==> config.mk <==
export PLATFORM = sky130hd
export DESIGN_NAME = uart_program_loader
export DESIGN_NICKNAME = d
export VERILOG_FILES = /design/src/rtl/uart_program_loader.sv
export SDC_FILE = /design/constraint.sdc
export NUM_CORES = 1
export LEC_CHECK = 0
export CORE_UTILIZATION = 55
export CTS_CLUSTER_SIZE = 8
export DETAILED_ROUTE_END_ITERATION = 10
export HOLD_SLACK_MARGIN = 0.15
export PLACE_DENSITY = 0.82
export SYNTH_ARGS = -nofsm -noshare
export SYNTH_HDL_FRONTEND = slang
export SYNTH_SLANG_ARGS = --single-unit
==> constraint.sdc <==
create_clock -name clk -period 9.55 [get_ports clk]
set_clock_uncertainty 0.15 [all_clocks]
set_input_delay 2.865 -clock clk [delete_from_list [all_inputs] [get_ports clk]]
set_output_delay 2.865 -clock clk [all_outputs]
set_load 0.05 [all_outputs]
==> src/rtl/uart_program_loader.sv <==
// uart_program_loader: 8N1 UART receiver feeding the program-text RAM write port.
// Byte pairs become {opcode, address} commands; cpu_hold keeps the core in reset while loading.
module uart_program_loader #(
  parameter int CLKS_PER_BIT      = 16,
  parameter int ADDR_WIDTH        = 8,
  parameter int INSTRUCTION_WIDTH = 4,
  parameter int DATA_WIDTH        = ADDR_WIDTH + INSTRUCTION_WIDTH,
  parameter int TIMEOUT_CLKS      = 65536
) (
  input  logic                  clk,
  input  logic                  reset,
  input  logic                  rx,
  output logic                  program_write,
  output logic [ADDR_WIDTH-1:0] write_address,
  output logic [DATA_WIDTH-1:0] program_cmd,
  output logic                  cpu_hold,
  output logic                  load_done,
  output logic                  error
);
  localparam int CW = $clog2(CLKS_PER_BIT);
  localparam int TW = $clog2(TIMEOUT_CLKS);
  localparam logic [CW-1:0] HALF  = CW'(CLKS_PER_BIT / 2 - 1);
  localparam logic [CW-1:0] FULL  = CW'(CLKS_PER_BIT - 1);
  localparam logic [TW-1:0] TLAST = TW'(TIMEOUT_CLKS - 1);

  typedef enum logic [1:0] {
    RX_IDLE,
    RX_START,
    RX_DATA,
    RX_STOP
  } rx_state_t;

  typedef enum logic [1:0] {
    IDLE,
    LO,
    HI
  } ld_state_t;

  rx_state_t       rx_state;
  logic            rx_s1;
  logic            rx_s2;
  logic            rx_d;
  logic [CW-1:0]   clk_cnt;
  logic [2:0]      bit_idx;
  logic [7:0]      shreg;
  logic [7:0]      rx_byte;
  logic            byte_valid;
  logic            frame_err;
  logic            rx_start;

  ld_state_t       ld_state;
  logic [ADDR_WIDTH:0]   count;
  logic [ADDR_WIDTH-1:0] lo;
  logic [TW-1:0]   timer;
  logic            timed_out;

  assign rx_start  = (rx_state == RX_IDLE) && rx_d && !rx_s2;
  assign timed_out = (timer == TLAST) && !rx_start;

  always_ff @(posedge clk or posedge reset) begin
    if (reset) begin
      rx_s1 <= 1'b1;
      rx_s2 <= 1'b1;
      rx_d  <= 1'b1;
    end else begin
      rx_s1 <= rx;
      rx_s2 <= rx_s1;
      rx_d  <= rx_s2;
    end
  end

  always_ff @(posedge clk or posedge reset) begin
    if (reset) begin
      rx_state   <= RX_IDLE;
      clk_cnt    <= '0;
      bit_idx    <= '0;
      shreg      <= '0;
      rx_byte    <= '0;
      byte_valid <= 1'b0;
      frame_err  <= 1'b0;
    end else begin
      byte_valid <= 1'b0;
      frame_err  <= 1'b0;
      unique case (rx_state)
        RX_IDLE: begin
          clk_cnt <= '0;
          if (rx_start) rx_state <= RX_START;
        end
        RX_START: begin
          if (clk_cnt == HALF) begin
            clk_cnt  <= '0;
            bit_idx  <= '0;
            // a start bit that is high again at mid-bit was only a glitch
            rx_state <= rx_s2 ? RX_IDLE : RX_DATA;
          end else begin
            clk_cnt <= clk_cnt + 1'b1;
          end
        end
        RX_DATA: begin
          if (clk_cnt == FULL) begin
            clk_cnt <= '0;
            shreg   <= {rx_s2, shreg[7:1]};
            bit_idx <= bit_idx + 1'b1;
            if (bit_idx == 3'd7) rx_state <= RX_STOP;
          end else begin
            clk_cnt <= clk_cnt + 1'b1;
          end
        end
        RX_STOP: begin
          if (clk_cnt == FULL) begin
            rx_state <= RX_IDLE;
            if (rx_s2) begin
              byte_valid <= 1'b1;
              rx_byte    <= shreg;
            end else begin
              frame_err <= 1'b1;
            end
          end else begin
            clk_cnt <= clk_cnt + 1'b1;
          end
        end
        default: rx_state <= RX_IDLE;
      endcase
    end
  end

  always_ff @(posedge clk or posedge reset) begin
    if (reset) begin
      ld_state      <= IDLE;
      count         <= '0;
      lo            <= '0;
      timer         <= '0;
      program_write <= 1'b0;
      write_address <= '0;
      program_cmd   <= '0;
      cpu_hold      <= 1'b0;
      load_done     <= 1'b0;
      error         <= 1'b0;
    end else begin
      program_write <= 1'b0;
      load_done     <= 1'b0;
      timer <= (ld_state == IDLE || rx_start) ? '0 : timer + 1'b1;
      unique case (ld_state)
        IDLE: begin
          if (byte_valid && rx_byte == 8'h55) begin
            ld_state <= LO;
            count    <= '0;
            error    <= 1'b0;
            cpu_hold <= 1'b1;
          end
        end
        LO: begin
          if (frame_err || timed_out) begin
            ld_state <= IDLE;
            error    <= 1'b1;
          end else if (byte_valid) begin
            lo       <= ADDR_WIDTH'(rx_byte);
            ld_state <= HI;
          end
        end
        HI: begin
          if (frame_err || timed_out) begin
            ld_state <= IDLE;
            error    <= 1'b1;
          end else if (byte_valid) begin
            if (rx_byte == 8'hFF) begin
              ld_state  <= IDLE;
              load_done <= 1'b1;
              cpu_hold  <= 1'b0;
            end else if (rx_byte[7:4] != 4'h0) begin
              ld_state <= IDLE;
              error    <= 1'b1;
            end else if (!count[ADDR_WIDTH]) begin
              program_write <= 1'b1;
              write_address <= count[ADDR_WIDTH-1:0];
              program_cmd   <= DATA_WIDTH'({rx_byte[INSTRUCTION_WIDTH-1:0], lo});
              count         <= count + 1'b1;
              ld_state      <= LO;
            end else begin
              // full program: keep the session open so the end marker still lands
              error    <= 1'b1;
              ld_state <= LO;
            end
          end
        end
        default: ld_state <= IDLE;
      endcase
    end
  end
endmodule

==> out/results.tsv, run 1 <==
stage	metric	value	unit
sta	layout_setup_ws	4.987	ns
synth	yosys-mux-area-fraction	0.1447	
synth	yosysMostFrequentCell	dfrtp_1	
cts	post_cts_buffers	0	
placed_design	pre_cts_ws	5.097	ns
power_and_ir_drop	p_leak	2.146	nW
placed_design	gp_congestion	0.8684	
synth	synth.area.top_cells	dfrtp_1, mux2_4, mux2_2	
power_and_ir_drop	ir_worst_vdd	0.0001746	V
cts	root_buffer	clkbuf_8	
synth	yosysTopAreaCell	dfrtp_1	
worst_setup_path	slowest_delay	0.82	ns
route	avgViaCountPerCell	5.581	
floorplan	start_util	0.5823	
worst_setup_path	critPathLaunch	cpu_hold$_DFFE_PP0P_	
synth	synth_common_cells	dfrtp_1, nor2_1, mux2_2, nand2_1, mux2_4	
sta	worstMarginPinSlew	1.084	ns
route	drtIter0Drc	140	
synth	yosysSeqAreaShare	0.5488	
sta	clock.fmax	219.2	MHz
sta	rsz0062_at_grt	false	
synth	synthCells	338	
cells_and_area	syn_to_final_growth	13.51	%
synth	yosysUniqueCellTypes	55	
sta	setup_viol	0	
worst_setup_path	endpoint_kind	output port	
synth	synthSimpleGateAreaFrac	0.1410	
cts	cts_tree	done	
cells_and_area	insertedDiodeCount	0	
worst_setup_path	crit_required	6.54	ns
hold_path	hold_class	reg2reg	
synth	synth_xor_xnor_area_share	0.02585	
sta	period_needed	4.563	ns
global_routing	grt_pass1_vias	2617	
global_routing	grt_max_degree	90	
synth	synth_ff_type	dfrtp_1	
floorplan	die-area	7739	um^2
floorplan	rows	30	
synth	synthArstFlopShare	1.000	
cells_and_area	utilization	0.6609	
synth	synth_compound_gate_area_share	0.09141	
cts	insertion_delay	0.36	ns
cts	htree_levels	3	
placed_design	dp_hpwl	4753	um
worst_setup_path	critPathMaxFanout	2	
sta	max_slew_margin	0.2775	
cells_and_area	register_area	2231	um^2
worst_setup_path	path_class	reg2out	
global_routing	grt_use_total	0.2001	
power_and_ir_drop	power	0.7793	mW
global_routing	antenna_found_initial	0	
floorplan	die_h	87.97	um
worst_setup_path	crit_slowest_cell	clkdlybuf4s50_1	
synth	synth_area_per_cell	12.03	um^2
synth	synth_edf_count	0	
floorplan	io_pins	27	
cells_and_area	n_fill_cell	550	
cts	clk_pin_slew	0.09	ns
hold_path	hp-start	rx_s1$_DFF_PP1_	
synth	ys_seq_elements	89	
cells_and_area	drive_gt1_frac	0.2070	
route	ant_nets	0	
sta	hold_viol	0	
route	route.vias.total	2612	
worst_setup_path	reg2regPathDepth	5	
worst_setup_path	start_kind	flop	
sta	maxSlewViolCount	0	
worst_setup_path	worstPathArrival	1.55	ns
route	wirelength	6863	um
global_routing	grt_first_pass_wirelength	11960	um
route	firstDrtPassIters	6	
floorplan	core	6982	um^2
outcome	status	finished, final reports clean	
floorplan	chipWidth	87.97	um
sta	hold_ws	0.2104	ns
synth	synth_top_area_frac	0.5294	
worst_setup_path	timing.rr.start	rx_state[0]$_DFFE_PP0P_	
route	wire_per_inst	14.66	um
synth	synth_area	4065	um^2
cts	cts_buffer_depth	2	
synth	synth_top_family_by_area	multiplexers	
run	drv_cap	0	
sta	setup_tns	0	ns
worst_setup_path	critical-path-top-delay-family	buffers and inverters	
synth	syn_nets	350	
cts	cts-hold-fix-buffers	0	
worst_setup_path	cp.depth	1	
hold_path	hold_depth	0	
power_and_ir_drop	power_density	168.9	nW/um^2
cts	cts.sink_count	89	
worst_setup_path	path_cells	clkdlybuf4s50_1	
sta	finalCritPeriodShare	0.4778	
placed_design	portBuffers	26	
cts	cts_buffers	9	
cells_and_area	multi_input_area	1750	um^2
synth	yosys_warnings	0	
worst_setup_path	path_buf_inv	1	
global_routing	grt-ovfl-total	0	
synth	synthAdderAreaFrac	0.02770	
cells_and_area	nets	379	
route	drc	0	
cts	postCtsResizedCells	0	
-- logic make-up (layout without fill, tap and decap cells) --
family,Yosys count,in the layout
and+or+nand+nor,110,110
AOI/OAI and AO/OA,54,54
xor gates and xnor gates,12,12
DFF,89,89
adders and majority gates,9,9
muxes,46,46
buffers and inverters,18,52
-- cell type report --
type,instances,area share
multi-input cells,231,0.3793
repair buffers,27,0.05803
well taps,96,0.02603
flip-flops and latches,89,0.4835
inverters,9,0.007592
clock buffers,10,0.02983
clock inverters,6,0.01573
-- routing by layer --
| metal | GRT usage | wire, um | vias up |
|---|---|---|---|
| li1 | - | - | 1277 |
| met1 | 0.2719 | 3346 | 1263 |
| met2 | 0.3192 | 3145 | 57 |
| met3 | 0.03299 | 235 | 15 |
| met4 | 0.08644 | 136 | 0 |
| met5 | 0 | 0 | - |
-- registers in the layout (all words and copies together), names as in the netlist, 2 cells and up, named ones only --
register       count
lo                 8
timer             16
shreg              8
ld_state           2
clk_cnt            4
count              9
write_address      8
bit_idx            3
program_cmd       12
rx_byte            8
-- cells in the final DEF (no fill, tap or decap), types with 2 or more instances in the layout --
master / n
o22ai_1: 2
nand3_1: 11
or3_1: 4
xnor2_1: 3
and4_1: 2
nand2_1: 24
nand4_1: 7
o21ai_0: 6
dfrtp_1: 86
or2_2: 2
mux2_2: 25
a22o_1: 3
and2_1: 3
inv_1: 8
a31oi_1: 15
nor2_1: 32
xor2_1: 9
dfstp_2: 3
clkinv_4: 2
nand2b_1: 5
nor2b_1: 2
o31ai_1: 3
mux2_4: 19
inv_6: 2
clkdlybuf4s50_1: 26
clkbuf_8: 10
and3_1: 4
nor3_1: 3
o2bb2ai_1: 2
a21oi_1: 10
ha_1: 9
a221oi_1: 2
-- final timing paths --
path	to	slack [ns]
worst min register to register	rx_s2$_DFF_PP1_	0.21
worst min-delay path	rx_s2$_DFF_PP1_	0.21
worst max-delay path	cpu_hold	4.99
max in group asynchronous	ld_state[0]$_DFFE_PP0P_	5.54
worst max register to register	write_address[0]$_DFFE_PP0P_	6.96
min in group asynchronous	clk_cnt[1]$_DFFE_PP0P_	3.01
-- report_power, final --
group | switching, mW | total [mW] | internal, mW
Combinational | 0.0477 | 0.0876 | 0.0399
Clock | 0.135 | 0.266 | 0.131
Sequential | 0.0307 | 0.425 | 0.395
Total | 0.214 | 0.779 | 0.565
-- through the flow --
step / cells / cell area [um^2]
detailed placement: 452 / 4404
global placement: 452 / 4404
floorplan: 338 / 4065
global route: 468 / 4614
CTS: 468 / 4614
finish: 468 / 4614
No activity file was read; power rests on OpenSTA's default activity.
==> run 2, diff against run 1 <==
clock period = 4.33 ns   (was 9.55 ns; I/O delays follow)
==> run 2 against run 1 <==
Net effect: utilization increased by 0.18 points; hold slack barely moved; die area is the same; count of clock-buffer cells in the layout down 1; clock power rose by 120%; global-route usage down 0.59 points; highest routed layer unchanged.
==> out/results.tsv, run 2 (synthesis gave the netlist of run 1 again) <==
stage	metric	value	unit
cells_and_area	largest_reg_flops	16	
cells_and_area	utilization	0.6627	
worst_setup_path	crit_required	2.88	ns
sta	clock.fmax	332.5	MHz
placed_design	pre_cts_ws	1.708	ns
power_and_ir_drop	p_sw_frac	0.2835	
outcome	status	finished, final reports clean	
run	drv_cap	0	
cts	cts_buffer_depth	2	
cts	cts-hold-fix-buffers	0	
sta	finalCritPeriodShare	0.6946	
floorplan	core	6982	um^2
cts	htree_levels	3	
global_routing	grt_max_degree	54	
cells_and_area	n_fill_cell	532	
sta	setup_viol	0	
sta	worstMarginPinSlew	0.9509	ns
power_and_ir_drop	pwr-share-clk	0.340	
cts	post_cts_buffers	0	
route	firstDrtPassIters	4	
sta	period_needed	3.008	ns
cells_and_area	syn_to_final_growth	13.82	%
cts	insertion_delay	0.36	ns
sta	setup_tns	0	ns
cts	cts_tree	done	
route	wirelength	6977	um
floorplan	die-area	7739	um^2
floorplan	rows	30	
worst_setup_path	worstPathArrival	1.56	ns
power_and_ir_drop	p_leak	2.151	nW
power_and_ir_drop	power_density	373.7	nW/um^2
cts	cts.sink_count	89	
worst_setup_path	start_kind	flop	
route	avgViaCountPerCell	5.645	
cells_and_area	final_cell_mix	dfrtp_1, nor2_1, clkdlybuf4s50_1	
global_routing	grt_pass1_vias	2409	
worst_setup_path	crit_slowest_cell	clkdlybuf4s50_1	
cells_and_area	final_common_cell	dfrtp_1	
worst_setup_path	critPathMaxFanout	2	
floorplan	io_pins	27	
power_and_ir_drop	switching_power	0.4902	mW
sta	hold_viol	0	
sta	rsz0062_at_grt	false	
worst_setup_path	slowest_delay	0.81	ns
worst_setup_path	path_cells	clkdlybuf4s50_1	
cts	cts_buffers	9	
cells_and_area	insertedDiodeCount	0	
global_routing	antenna_found_initial	0	
cts	clk_pin_slew	0.09	ns
floorplan	die_h	87.97	um
global_routing	grt-ovfl-total	0	
route	wire_per_inst	14.91	um
cts	root_buffer	clkbuf_8	
placed_design	gp_congestion	0.7608	
placed_design	dp_hpwl	4730	um
cells_and_area	largest-register	timer	
power_and_ir_drop	p_int	1.239	mW
power_and_ir_drop	pwr-share-seq	0.543	
route	ant_nets	0	
power_and_ir_drop	power	1.729	mW
hold_path	hold_class	reg2reg	
sta	maxSlewViolCount	0	
cells_and_area	reg.largest.list	timer x16, program_cmd x12, count x9	
floorplan	chipWidth	87.97	um
global_routing	grt_first_pass_wirelength	11590	um
sta	layout_setup_ws	1.322	ns
power_and_ir_drop	ir_worst_vdd	0.0002691	V
worst_setup_path	reg2regPathDepth	5	
worst_setup_path	path_class	reg2out	
placed_design	portBuffers	26	
worst_setup_path	cp.depth	1	
worst_setup_path	path_buf_inv	1	
cells_and_area	nets	379	
floorplan	start_util	0.5823	
placed_design	dpl_cell_area	4417	um^2
global_routing	grt_use_total	0.1943	
cells_and_area	drive_gt1_frac	0.2070	
sta	max_slew_margin	0.3612	
route	drc	0	
cts	postCtsResizedCells	0	
power_and_ir_drop	p_comb_frac	0.117	
worst_setup_path	endpoint_kind	output port	
hold_path	hold_depth	0	
worst_setup_path	critical-path-top-delay-family	buffers and inverters	
route	route.vias.total	2642	
route	drtIter0Drc	162	
cells_and_area	final_area	4627	um^2
-- run 2: power by group through the flow --
| stage | Combinational [mW] | Clock (mW) | Sequential (mW) |
|---|---|---|---|
| global route | 0.224 | 0.634 | 0.946 |
| detailed placement | 0.201 | 0 | 0.951 |
| finish | 0.202 | 0.588 | 0.939 |
| CTS | 0.202 | 0.600 | 0.936 |
| floorplan | 0.194 | 0 | 0.912 |
| global placement | 0.189 | 0 | 0.952 |
-- run 2: path summary, 6_finish.rpt --
path / start / slack, ns / to
setup / recovery: cpu_hold$_DFFE_PP0P_ / 1.32 / cpu_hold
hold / removal: rx_s1$_DFF_PP1_ / 0.21 / rx_s2$_DFF_PP1_
setup reg to reg: rx_state[0]$_DFFE_PP0P_ / 1.74 / program_cmd[8]$_DFFE_PP0P_
hold reg to reg: rx_s1$_DFF_PP1_ / 0.21 / rx_s2$_DFF_PP1_
max in group asynchronous: reset / 2.14 / rx_d$_DFF_PP1_
min in group asynchronous: reset / 1.16 / clk_cnt[1]$_DFFE_PP0P_
-- run 2: area by class of cell --
class | instances | area [um^2] | share of cell area
Sequential cell | 89 | 2231 | 0.4822
Multi-Input combinational cell | 231 | 1750 | 0.3783
Timing Repair Buffer | 27 | 280.3 | 0.06057
Clock buffer | 9 | 123.9 | 0.02677
Tap cell | 96 | 120.1 | 0.02596
Clock inverter | 7 | 86.33 | 0.01866
Inverter | 9 | 35.03 | 0.007572
-- run 2: per-stage QoR --
| stage | instances | hold WS [ns] |
|---|---|---|
| after floorplan | 338 | 0.1952 |
| after global placement | 452 | 0.1996 |
| after detailed placement | 452 | 0.1968 |
| after CTS | 468 | 0.2103 |
| after global routing | 468 | 0.2114 |
| final | 468 | 0.2099 |
-- run 2: layer usage --
layer	GRT usage	routed length (um)	up-vias
met5	0	0	-
met4	0.07154	109	0
met3	0.03299	241	11
met2	0.2981	3266	59
met1	0.2790	3359	1288
li1	-	-	1284
